--- config.mk ---
export PLATFORM = sky130hd
export DESIGN_NAME = dsp_frame_sequencer
export DESIGN_NICKNAME = d
export VERILOG_FILES = /design/src/rtl/dsp_frame_sequencer.sv
export SDC_FILE = /design/constraint.sdc
export NUM_CORES = 1
export LEC_CHECK = 0
export BUFFER_PORTS_ARGS = -buffer_cell sky130_fd_sc_hd__buf_2
export CAP_MARGIN = 20
export CORE_ASPECT_RATIO = 0.5
export CORE_MARGIN = 10
export CORE_UTILIZATION = 30
export CTS_CLUSTER_SIZE = 25
export DETAILED_ROUTE_END_ITERATION = 10
export GPL_TIMING_DRIVEN = 0
export PLACE_DENSITY = 0.52
export SLEW_MARGIN = 20
export SYNTH_ARGS = -nofsm -noshare
export SYNTH_HDL_FRONTEND = slang
export SYNTH_SLANG_ARGS = --single-unit
--- constraint.sdc ---
create_clock -name Clk_Fast -period 5 [get_ports Clk_Fast]
set_input_delay 0.5 -clock Clk_Fast [delete_from_list [all_inputs] [get_ports Clk_Fast]]
set_output_delay 0.5 -clock Clk_Fast [all_outputs]
set_load 0.01 [all_outputs]
--- src/rtl/dsp_frame_sequencer.sv ---
// dsp_frame_sequencer: runs one shared DSP engine over left then right channel of each frame,
// with a per-channel watchdog that passes the input through if the engine stalls.
module dsp_frame_sequencer #(
    parameter int WIDTH   = 16,
    parameter int TIMEOUT = 64
) (
    input  logic             Clk_Fast,
    input  logic             Rst,
    input  logic             Frame_Valid,
    input  logic [WIDTH-1:0] Left_In,
    input  logic [WIDTH-1:0] Right_In,
    input  logic             Bypass,
    output logic             Eng_Req,
    output logic             Eng_Chan,
    output logic [WIDTH-1:0] Eng_Data,
    input  logic             Eng_Done,
    input  logic [WIDTH-1:0] Eng_Result,
    output logic [WIDTH-1:0] Left_Out,
    output logic [WIDTH-1:0] Right_Out,
    output logic             Valid_Out,
    output logic             Busy,
    output logic             Timeout_Err,
    output logic [7:0]       Overrun_Count
);
    localparam int CW = $clog2(TIMEOUT + 1);

    typedef enum logic [1:0] {IDLE, L_WAIT, R_WAIT, DONE} state_t;

    state_t state, nxt;
    logic [WIDTH-1:0] cap_l, cap_r, res_l, res_r, nres_l, nres_r;
    logic [CW-1:0] wd;
    logic waiting, expired;

    assign waiting = state == L_WAIT || state == R_WAIT;
    // Eng_Done in the final watchdog cycle still counts as a real completion
    assign expired = waiting && !Eng_Done && wd == CW'(TIMEOUT - 1);

    always_comb begin
        nxt    = state;
        nres_l = res_l;
        nres_r = res_r;
        case (state)
            IDLE: if (Frame_Valid) begin
                nxt = Bypass ? DONE : L_WAIT;
                if (Bypass) begin
                    nres_l = Left_In;
                    nres_r = Right_In;
                end
            end
            L_WAIT: if (Eng_Done || expired) begin
                nres_l = Eng_Done ? Eng_Result : cap_l;
                nxt    = R_WAIT;
            end
            R_WAIT: if (Eng_Done || expired) begin
                nres_r = Eng_Done ? Eng_Result : cap_r;
                nxt    = DONE;
            end
            default: nxt = IDLE;
        endcase
    end

    always_ff @(posedge Clk_Fast or posedge Rst) begin
        if (Rst) begin
            state         <= IDLE;
            cap_l         <= '0;
            cap_r         <= '0;
            res_l         <= '0;
            res_r         <= '0;
            wd            <= '0;
            Left_Out      <= '0;
            Right_Out     <= '0;
            Overrun_Count <= '0;
        end else begin
            state <= nxt;
            res_l <= nres_l;
            res_r <= nres_r;
            wd    <= (waiting && nxt == state) ? wd + 1'b1 : '0;
            if (state == IDLE && Frame_Valid) begin
                cap_l <= Left_In;
                cap_r <= Right_In;
            end
            if (nxt == DONE && state != DONE) begin
                Left_Out  <= nres_l;
                Right_Out <= nres_r;
            end
            if (state != IDLE && Frame_Valid && Overrun_Count != 8'hFF)
                Overrun_Count <= Overrun_Count + 8'd1;
        end
    end

    assign Eng_Req     = waiting;
    assign Eng_Chan    = state == R_WAIT;
    assign Eng_Data    = Eng_Chan ? cap_r : cap_l;
    assign Valid_Out   = state == DONE;
    assign Busy        = state != IDLE;
    assign Timeout_Err = expired;
endmodule

==> results.cfg, run 1 <==
[outcome]
status = finished clean

[yosys]
syn-cell-area_mm2 = 0.00543
yosys_warnings = 0
synthFlopType = dfrtp_1
ys_types = 47
yosys.area.top_type = dfrtp_1
yosysMostFrequentCell = dfrtp_1
synthArstFlopShare_pct = 100
synth-edff-count = 0
seq_area_frac_synth_pct = 52.1
synth_area_leaders = dfrtp_1 52%, mux2_2 11%, mux2_4 8.3%
syn_avg_cell_area_um2 = 13.6
synth_nets = 459
synth_top_cell_area_share_pct = 52.1
synth_common_cells = 113 x dfrtp_1, 52 x mux2_2, 30 x a221o_1, 30 x mux2_4, 17 x mux2i_1
syn_inst = 400
ys_ff_latch = 113

[timing]
fin_crit_ns = 3.57
relSlewSlack_pct = 47.5
worst_slew_pin_slew_ns = 0.787
finClkSkew_ns = 0.0143
slew_viol_final = 0
hold_viol_final = 0
rsz0062_at_grt = no
finalCritPeriodShare_pct = 71.3
fin_ws_ns = 1.43
max_freq_ghz = 0.280
finalSetupViolations = 0

[cells_and_area]
fillers = 1722
fin_util_pct = 39.5
layout-drive-gt1-share_pct = 45.9
stdcell_count = 780
finalNetCount = 591
areaGrowthSynthToFinish_pct = 27.7
final_area_mm2 = 0.00693

[placement]
place_ws_ns = 1.82
portBuffers = 112
place_area_mm2 = 0.00631
dpl.cell_count = 747
gp_congestion = 0.825
dp_hpwl_um = 12000

[worst_setup_path]
crit_required_ns = 4.50
path_class = reg2out
cpPeakStageDelay_ns = 0.61
reg2reg_from = state[1]
rrSetupSlack_ns = 2.14
critical_path.endpoint = Eng_Data[10]
cp_slowest_cell = buf_1
worstSetupStartpoint = state[1]
end_kind = primary output
critPathArrivalTime_ns = 3.07
crit_cells = 6
r2r_end = Right_Out[4]
cp_top_family = buffers and inverters
crit_chain = ha_1 -> buf_2 -> clkbuf_1 -> buf_1 -> mux2_2 -> buf_2
crit_path_frequent_cell = buf_2
path_buf_inv = 4
reg2regPathDepth = 9
critPathMaxFanout = 10
critPathLaunchType = register

[power_and_ir_drop]
p_switching_mw = 1.84
p_leak_nw = 3.34
power-per-cell-area_mw_per_mm2 = 736
sw_frac_of_total_pct = 36.1
total_power_mw = 5.10
p_clk_share_pct = 25.1
p_int_mw = 3.26
seq_power_share_pct = 32.3
share_comb_of_total_power_pct = 42.6
peakVddDrop_mv = 0.345

[cts]
cts_sinks = 113
cts_tree = built
clock-root-buffer = clkbuf_16
clk_pin_slew_ns = 0.06
cts-resized-gates = 0
htree_levels = 4
cts_buffer_depth = 2
numCtsBuffers = 17
cts_setup_buffers = 0
hold_buffers = 0
clock_latency_ns = 0.42

[global_route]
grt_pass1_vias = 4252
grt_overflow = 0
grt_max_degree = 68
antenna_found_initial = 1
grt_pass1_wl_um = 25700
grt_use_total_pct = 14.0

[die]
fp-row-count = 34
start_util_pct = 30.9
fp.coreArea_mm2 = 0.0176
dieArea_mm2 = 0.0242
die_h_um = 115
die_x_um = 210
pin_count = 114

[routing]
drcViolationCount = 0
dr.pass1.iters = 4
wl_per_cell_um = 21.4
dr_total_vias = 3881
drt-initial-drc-count = 328
antenna_left = 0
viasPerCell = 4.98
drt-total-wl_um = 16700

[worst_hold_path]
hold_path.class = in2async

[run]
drv_cap = 0
-- stage by stage --
stage | setup TNS, ns | hold slack, ns
2_1_floorplan | 0 | 0.425
3_3_place_gp | -6.86 | 0.444
3_5_place_dp | 0 | 0.460
4_1_cts | 0 | 0.117
5_1_grt | 0 | 0.136
6_report | 0 | 0.113
-- worst min-delay path by stage --
| stage | slack (ns) | cells after the start | end | startpoint |
|---|---|---|---|---|
| CTS | 0.12 | 2 | Overrun_Count[3] | Rst |
| detailed placement | 0.46 | 1 | wd[0] | wd[0] |
| global placement | 0.44 | 1 | wd[0] | wd[0] |
| floorplan | 0.43 | 1 | wd[0] | wd[0] |
| finish | 0.11 | 2 | Overrun_Count[0] | Rst |
| global route | 0.14 | 2 | Overrun_Count[0] | Rst |
-- cells by family after synthesis --
family / share of synthesized area (%)
buffers and inverters: 3.04
flip-flops: 52.1
multiplexers: 22.2
AND/OR/NAND/NOR: 4.47
adder cells (fa/ha/maj): 1.38
XOR/XNOR: 1.94
AO/OA/AOI/OAI: 14.8
-- area by class of cell --
class,count,area [µm²],area share (%)
sequential,113,2830,40.8
multi-input combinational,255,2430,35.1
timing repair buffer,113,588,8.48
clock buffer,18,439,6.34
tap,234,293,4.22
clock inverter,14,178,2.56
buffer,25,139,2.00
inverter,7,31.3,0.451
antenna,1,2.50,0.0361
-- worst reg2reg max path: stages, from the launching register on --
cell	delay, ns
dfrtp_1	0.52
inv_1	0.11
ha_1	0.19
buf_4	0.17
nor2_1	0.57
clkbuf_1	0.62
a22oi_1	0.18
o21ai_0	0.12
a221o_1	0.17
mux2_4	0.15
-- sequential cells by signal, summed over array words and instances, names as in the netlist --
| name | cells |
|---|---|
| Left_Out | 16 |
| res_r | 16 |
| state | 2 |
| res_l | 16 |
| Overrun_Count | 8 |
| Right_Out | 16 |
| wd | 7 |
| cap_l | 16 |
| cap_r | 16 |
-- metal layers --
metal | up-vias | routed length, µm | GRT usage, %
met2 | 88 | 8090 | 23.3
li1 | 1813 | - | -
met4 | 0 | 133 | 4.17
met5 | - | 0 | 0
met1 | 1969 | 7800 | 17.8
met3 | 11 | 687 | 3.45
-- power groups by stage --
| stage | clock, mW | combinational (mW) | sequential (mW) |
|---|---|---|---|
| final | 1.28 | 2.17 | 1.65 |
| after CTS | 1.31 | 2.21 | 1.65 |
| after global placement | 0 | 2.17 | 1.64 |
| after floorplan | 0 | 1.46 | 1.64 |
| after detailed placement | 0 | 2.19 | 1.66 |
| after global routing | 1.36 | 2.35 | 1.71 |
-- placed cells by master (no fill, tap or decap), types with 6 or more instances in the layout --
master / count
a221o_1: 30
a22o_1: 13
a22oi_1: 13
and3_1: 6
buf_2: 120
clkbuf_1: 7
clkbuf_16: 17
dfrtp_1: 113
ha_1: 6
inv_1: 6
inv_6: 6
mux2_2: 52
mux2_4: 30
mux2i_1: 17
nand2_1: 6
nor2_1: 11
o21ai_0: 16
xnor2_1: 8
Note: power is estimated with default switching activity, not from simulation.
==> inputs of run 2 (changes only) <==
--- a/config.mk
+++ b/config.mk
@@ -5,6 +5,7 @@
 export SDC_FILE = /design/constraint.sdc
 export NUM_CORES = 1
 export LEC_CHECK = 0
+export ABC_AREA = 1
 export BUFFER_PORTS_ARGS = -buffer_cell sky130_fd_sc_hd__buf_2
 export CAP_MARGIN = 20
 export CORE_ASPECT_RATIO = 0.5
==> constraint.sdc (replaced) <==
create_clock -name Clk_Fast -period 3.7 [get_ports Clk_Fast]
set_input_delay 0.37 -clock Clk_Fast [delete_from_list [all_inputs] [get_ports Clk_Fast]]
set_output_delay 0.37 -clock Clk_Fast [all_outputs]
set_load 0.01 [all_outputs]
==> run 2 against run 1 <==
  * Core utilization about the same
  * Final cell count increased by 34%
  * Largest cell class unchanged
  * Highest routed layer unchanged
  * Combinational power rose by 24%
  * Clock-buffer cell count down 1
==> results.cfg, run 2 <==
[outcome]
status = finished clean

[timing]
worst_slew_pin_slew_ns = 0.545
max_freq_ghz = 0.324
finalCritPeriodShare_pct = 83.5
fin_crit_ns = 3.09
finalSetupViolations = 0
rsz0062_at_grt = no
finClkSkew_ns = 0.0106
slew_viol_final = 0
hold_slack_ns = 0.203
relSlewSlack_pct = 63.7
hold_viol_final = 0

[yosys]
synthFlopType = dfrtp_1
synthArstFlopShare_pct = 100
ys_types = 29
syn_avg_cell_area_um2 = 8.21
syn-cell-area_mm2 = 0.00547
seq_area_frac_synth_pct = 51.7
synth_top_cell_area_share_pct = 51.7
synth_nets = 725
synth_common_cells = 241 x nand2_1, 113 x dfrtp_1, 86 x o21ai_0
ys_ff_latch = 113
synth_area_leaders = dfrtp_1 52%, nand2_1 17%, o21ai_0 7.9%
yosys.area.top_type = dfrtp_1
yosys_warnings = 0
synth-edff-count = 0
yosysMostFrequentCell = nand2_1
syn_inst = 666

[cts]
clk_pin_slew_ns = 0.06
cts_buffer_depth = 2
cts_tree = built
cts_sinks = 113
cts-resized-gates = 0
clock_latency_ns = 0.41
clock-root-buffer = clkbuf_16
htree_levels = 4
numCtsBuffers = 17
hold_buffers = 1
cts_setup_buffers = 0

[worst_setup_path]
critPathLaunchType = register
critPathMaxFanout = 10
path_class = reg2out
cp_slowest_cell = dfrtp_1
end_kind = primary output
crit_chain = inv_1 -> ha_1 -> clkbuf_1 -> clkbuf_1 -> clkbuf_1 -> nand2_1 -> o21ai_0 -> buf_2
reg2reg_from = state[0]
crit_path_frequent_cell = clkbuf_1
cp_top_family = buffers and inverters
path_buf_inv = 5
worstSetupStartpoint = state[0]
cpPeakStageDelay_ns = 0.44
crit_required_ns = 3.33
critPathArrivalTime_ns = 2.72

[cells_and_area]
layout-drive-gt1-share_pct = 22.7
antenna_cells = 0
areaGrowthSynthToFinish_pct = 27.1
final_area_mm2 = 0.00695
fillers = 1870
stdcell_count = 1045
layout_common_cells = 241 x nand2_1, 123 x buf_2, 113 x dfrtp_1
final_common_cell = nand2_1
fin_util_pct = 39.5
finalNetCount = 858

[global_route]
grt_max_degree = 70
antenna_found_initial = 0
grt_pass1_vias = 4830
grt_use_total_pct = 14.0
grt_overflow = 0
grt_pass1_wl_um = 26800

[routing]
viasPerCell = 4.54
dr_total_vias = 4745
dr.pass1.iters = 5
drcViolationCount = 0
drt-initial-drc-count = 356
wl_per_cell_um = 16.2
antenna_left = 0
drt-total-wl_um = 17000

[placement]
portBuffers = 112
dp_hpwl_um = 13300
dpl.cell_count = 1013
gp_congestion = 0.854
place_area_mm2 = 0.00635

[die]
die_x_um = 211
dieArea_mm2 = 0.0243
die_h_um = 115
fp-row-count = 34
fp.coreArea_mm2 = 0.0176
pin_count = 114
start_util_pct = 31.0

[power_and_ir_drop]
peakVddDrop_mv = 0.311
power-per-cell-area_mw_per_mm2 = 910
p_leak_nw = 3.56

[worst_hold_path]
min-delay-start = Left_In[11]
hold_path.class = in2reg

[run]
drv_cap = 0
## run 2: path summary, 6_finish.rpt
kind                                     to  slack [ns]  depth (start not counted)
max                             Eng_Data[2]        0.61                          8
max in group asynchronous      Right_Out[9]        2.46                          4
max reg2reg                    Right_Out[0]        1.39                         12
min in group asynchronous  Overrun_Count[1]        0.53                          3
min                               cap_l[11]        0.20                          3
min reg2reg                           wd[0]        0.47                          1
## run 2: layer usage
layer | up-vias | share of wire, % | wire length, µm | global-route usage, %
met1 | 2214 | 49 | 8330 | 19.0
met3 | 8 | 5.2 | 880 | 3.72
met2 | 91 | 45 | 7620 | 21.7
met4 | 0 | 0.83 | 141 | 4.12
met5 | - | 0 | 0 | 0
li1 | 2432 | - | - | -
## run 2: per-stage QoR
step | TNS, ns | setup WS [ns] | power [mW]
6_report | 0 | 0.612 | 6.33
4_1_cts | 0 | 0.606 | 6.40
3_5_place_dp | 0 | 1.05 | 4.73
5_1_grt | 0 | 0.399 | 6.84
2_1_floorplan | 0 | 0.343 | 3.72
3_3_place_gp | -134.65 | -1.21 | 4.70
## run 2: final cells by class
cell class	instances	area (µm²)	area share (%)
inverter	54	208	2.99
multi-input combinational	463	2260	32.5
clock inverter	14	161	2.32
sequential	113	2830	40.7
buffer	36	180	2.59
timing repair buffer	114	598	8.61
tap	234	293	4.21
clock buffer	17	425	6.12
## run 2: worst min-delay path, cell delays in order
cell	delay, ns
buf_2	0.09
nand2_1	0.04
o21ai_0	0.06
## run 2: cell families after synthesis
kind of cell | after synthesis | share of synthesized area, %
AND/OR/NAND/NOR | 325 | 25.6
AO/OA/AOI/OAI | 120 | 12.3
flip-flops | 113 | 51.7
buffers and inverters | 90 | 7.00
XOR/XNOR | 12 | 1.92
adder cells (fa/ha/maj) | 6 | 1.37
## run 2: where the power goes
part,internal [mW],switching [mW],total [mW]
Clock,0.999,0.631,1.63
Combinational,0.874,1.81,2.69
Sequential,1.74,0.265,2.01
==> inputs of run 3 (changes only) <==
==> constraint.sdc (replaced) <==
create_clock -name Clk_Fast -period 3.04 [get_ports Clk_Fast]
set_input_delay 0.304 -clock Clk_Fast [delete_from_list [all_inputs] [get_ports Clk_Fast]]
set_output_delay 0.304 -clock Clk_Fast [all_outputs]
set_load 0.01 [all_outputs]
==> run 3 against run 2 <==
  * Sequential power grew 22%
  * Sequential share of layout area shrank 0.17 points
  * Design area grew 0.41%
  * Worst hold slack lost 0.082 ns
  * Global-route usage grew 0.50 points
==> results.cfg, run 3 (same netlist as run 2, synthesis figures left out) <==
[outcome]
status = finished clean

[routing]
drt-initial-drc-count = 338
drt-total-wl_um = 17400
dr.pass1.iters = 5
wl_per_cell_um = 16.5
viasPerCell = 4.60
antenna_left = 0
dr_total_vias = 4829
drcViolationCount = 0

[run]
drv_cap = 0

[timing]
finClkSkew_ns = 0.0202
finalSetupViolations = 0
finalCritPeriodShare_pct = 94.5
slew_viol_final = 0
hold_viol_final = 0
worst_slew_pin_slew_ns = 0.660
final.setup.tns_ns = 0
fin_ws_ns = 0.166
max_freq_ghz = 0.348
fin_crit_ns = 2.87
relSlewSlack_pct = 55.9

[placement]
portBuffers = 112
dp_hpwl_um = 13700
place_ws_ns = 0.498
gp_congestion = 0.872
dpl.cell_count = 1015

[global_route]
grt_pass1_vias = 5101
grt_max_degree = 34
antenna_found_initial = 0
grt_use_total_pct = 14.5
grt_overflow = 0
grt_pass1_wl_um = 27700

[worst_setup_path]
end_kind = primary output
critPathMaxFanout = 10
critPathLaunchType = register
path_class = reg2out
crit_required_ns = 2.74
critPathArrivalTime_ns = 2.57

[die]
fp-row-count = 34
dieArea_mm2 = 0.0243
fp.coreArea_mm2 = 0.0176
start_util_pct = 31.0
die_x_um = 211
pin_count = 114
die_h_um = 115

[cells_and_area]
finalNetCount = 860
areaGrowthSynthToFinish_pct = 27.6
stdcell_count = 1050
layout-drive-gt1-share_pct = 23.1
layout_common_cells = 241 x nand2_1, 123 x buf_2, 113 x dfrtp_1
final_common_cell = nand2_1

[power_and_ir_drop]
power-per-cell-area_mw_per_mm2 = 1110
peakVddDrop_mv = 0.449
total_power_mw = 7.71
p_leak_nw = 3.58

[cts]
cts_buffer_depth = 2
numCtsBuffers = 17
cts_tree = built
htree_levels = 4
clock_latency_ns = 0.42
clk_pin_slew_ns = 0.06
clock-root-buffer = clkbuf_16
cts_sinks = 113

[worst_hold_path]
hold_path.class = in2reg
[run 3: changes by cell type in the layout (fill, tap and decap cells not counted), sizes merged]
cell / delta
buf: +2
bufinv: -1
clkbuf: +1
clkinv: -2
clkinvlp: -2
diode: +2
inv: +5
[run 3: power by group]
group          internal (mW)  total [mW]  leakage, nW  switching, mW
clock                   1.16        1.98        0.281          0.820
combinational           1.07        3.29         1.86           2.22
sequential              2.12        2.45         1.44          0.327
total                   4.34        7.71         3.58           3.37
[run 3: worst paths after layout]
path	from	end	slack, ns	cells past startpoint
setup / recovery	state[0]	Eng_Data[7]	0.17	8
hold / removal	Right_In[15]	cap_r[15]	0.12	3
setup reg to reg	state[0]	Right_Out[2]	0.73	12
hold reg to reg	wd[0]	wd[0]	0.47	1
max in group asynchronous	Rst	Left_Out[0]	1.68	5
min in group asynchronous	Rst	Overrun_Count[5]	0.53	3
[run 3: metrics by stage]
| step | hold slack, ns | cell area [µm²] | utilization (%) |
|---|---|---|---|
| after detailed placement | 0.436 | 6380 | 36.2 |
| after floorplan | 0.414 | 5470 | - |
| final | 0.120 | 6980 | 39.6 |
| after CTS | 0.115 | 6970 | 39.6 |
| after global routing | 0.115 | 6970 | 39.6 |
| after global placement | 0.456 | 6320 | 35.9 |
[run 3: area by class of cell]
type                       count  area, µm²
fill                        1830      10600
clock buffer                  18        429
inverter                      54        206
clock inverter                14        148
tap                          234        293
sequential                   113       2830
multi-input combinational    463       2260
timing repair buffer         116        631
buffer                        36        183
antenna                        2       5.00
[run 3: repair_timing]
action,in CTS,in global routing
resized for setup,0,4
hold endpoints to repair,11,0
buffers inserted,0,0
endpoints found under the setup margin,0,16
hold buffers,1,0
[run 3: critical path, cell delays in order (launching register included)]
cell      delay (ns)
dfrtp_1         0.44
inv_1           0.15
ha_1            0.19
clkbuf_1        0.31
clkbuf_1        0.36
clkbuf_2        0.29
nand2_1         0.07
o21ai_0         0.15
buf_2           0.21
[run 3: per-layer routing]
| metal | GRT usage [%] | up-vias | share of wire (%) |
|---|---|---|---|
| met5 | 0 | - | 0 |
| met4 | 4.60 | 0 | 1.0 |
| met3 | 3.66 | 16 | 4.5 |
| met2 | 23.0 | 107 | 45 |
| met1 | 19.3 | 2263 | 49 |
| li1 | - | 2443 | - |
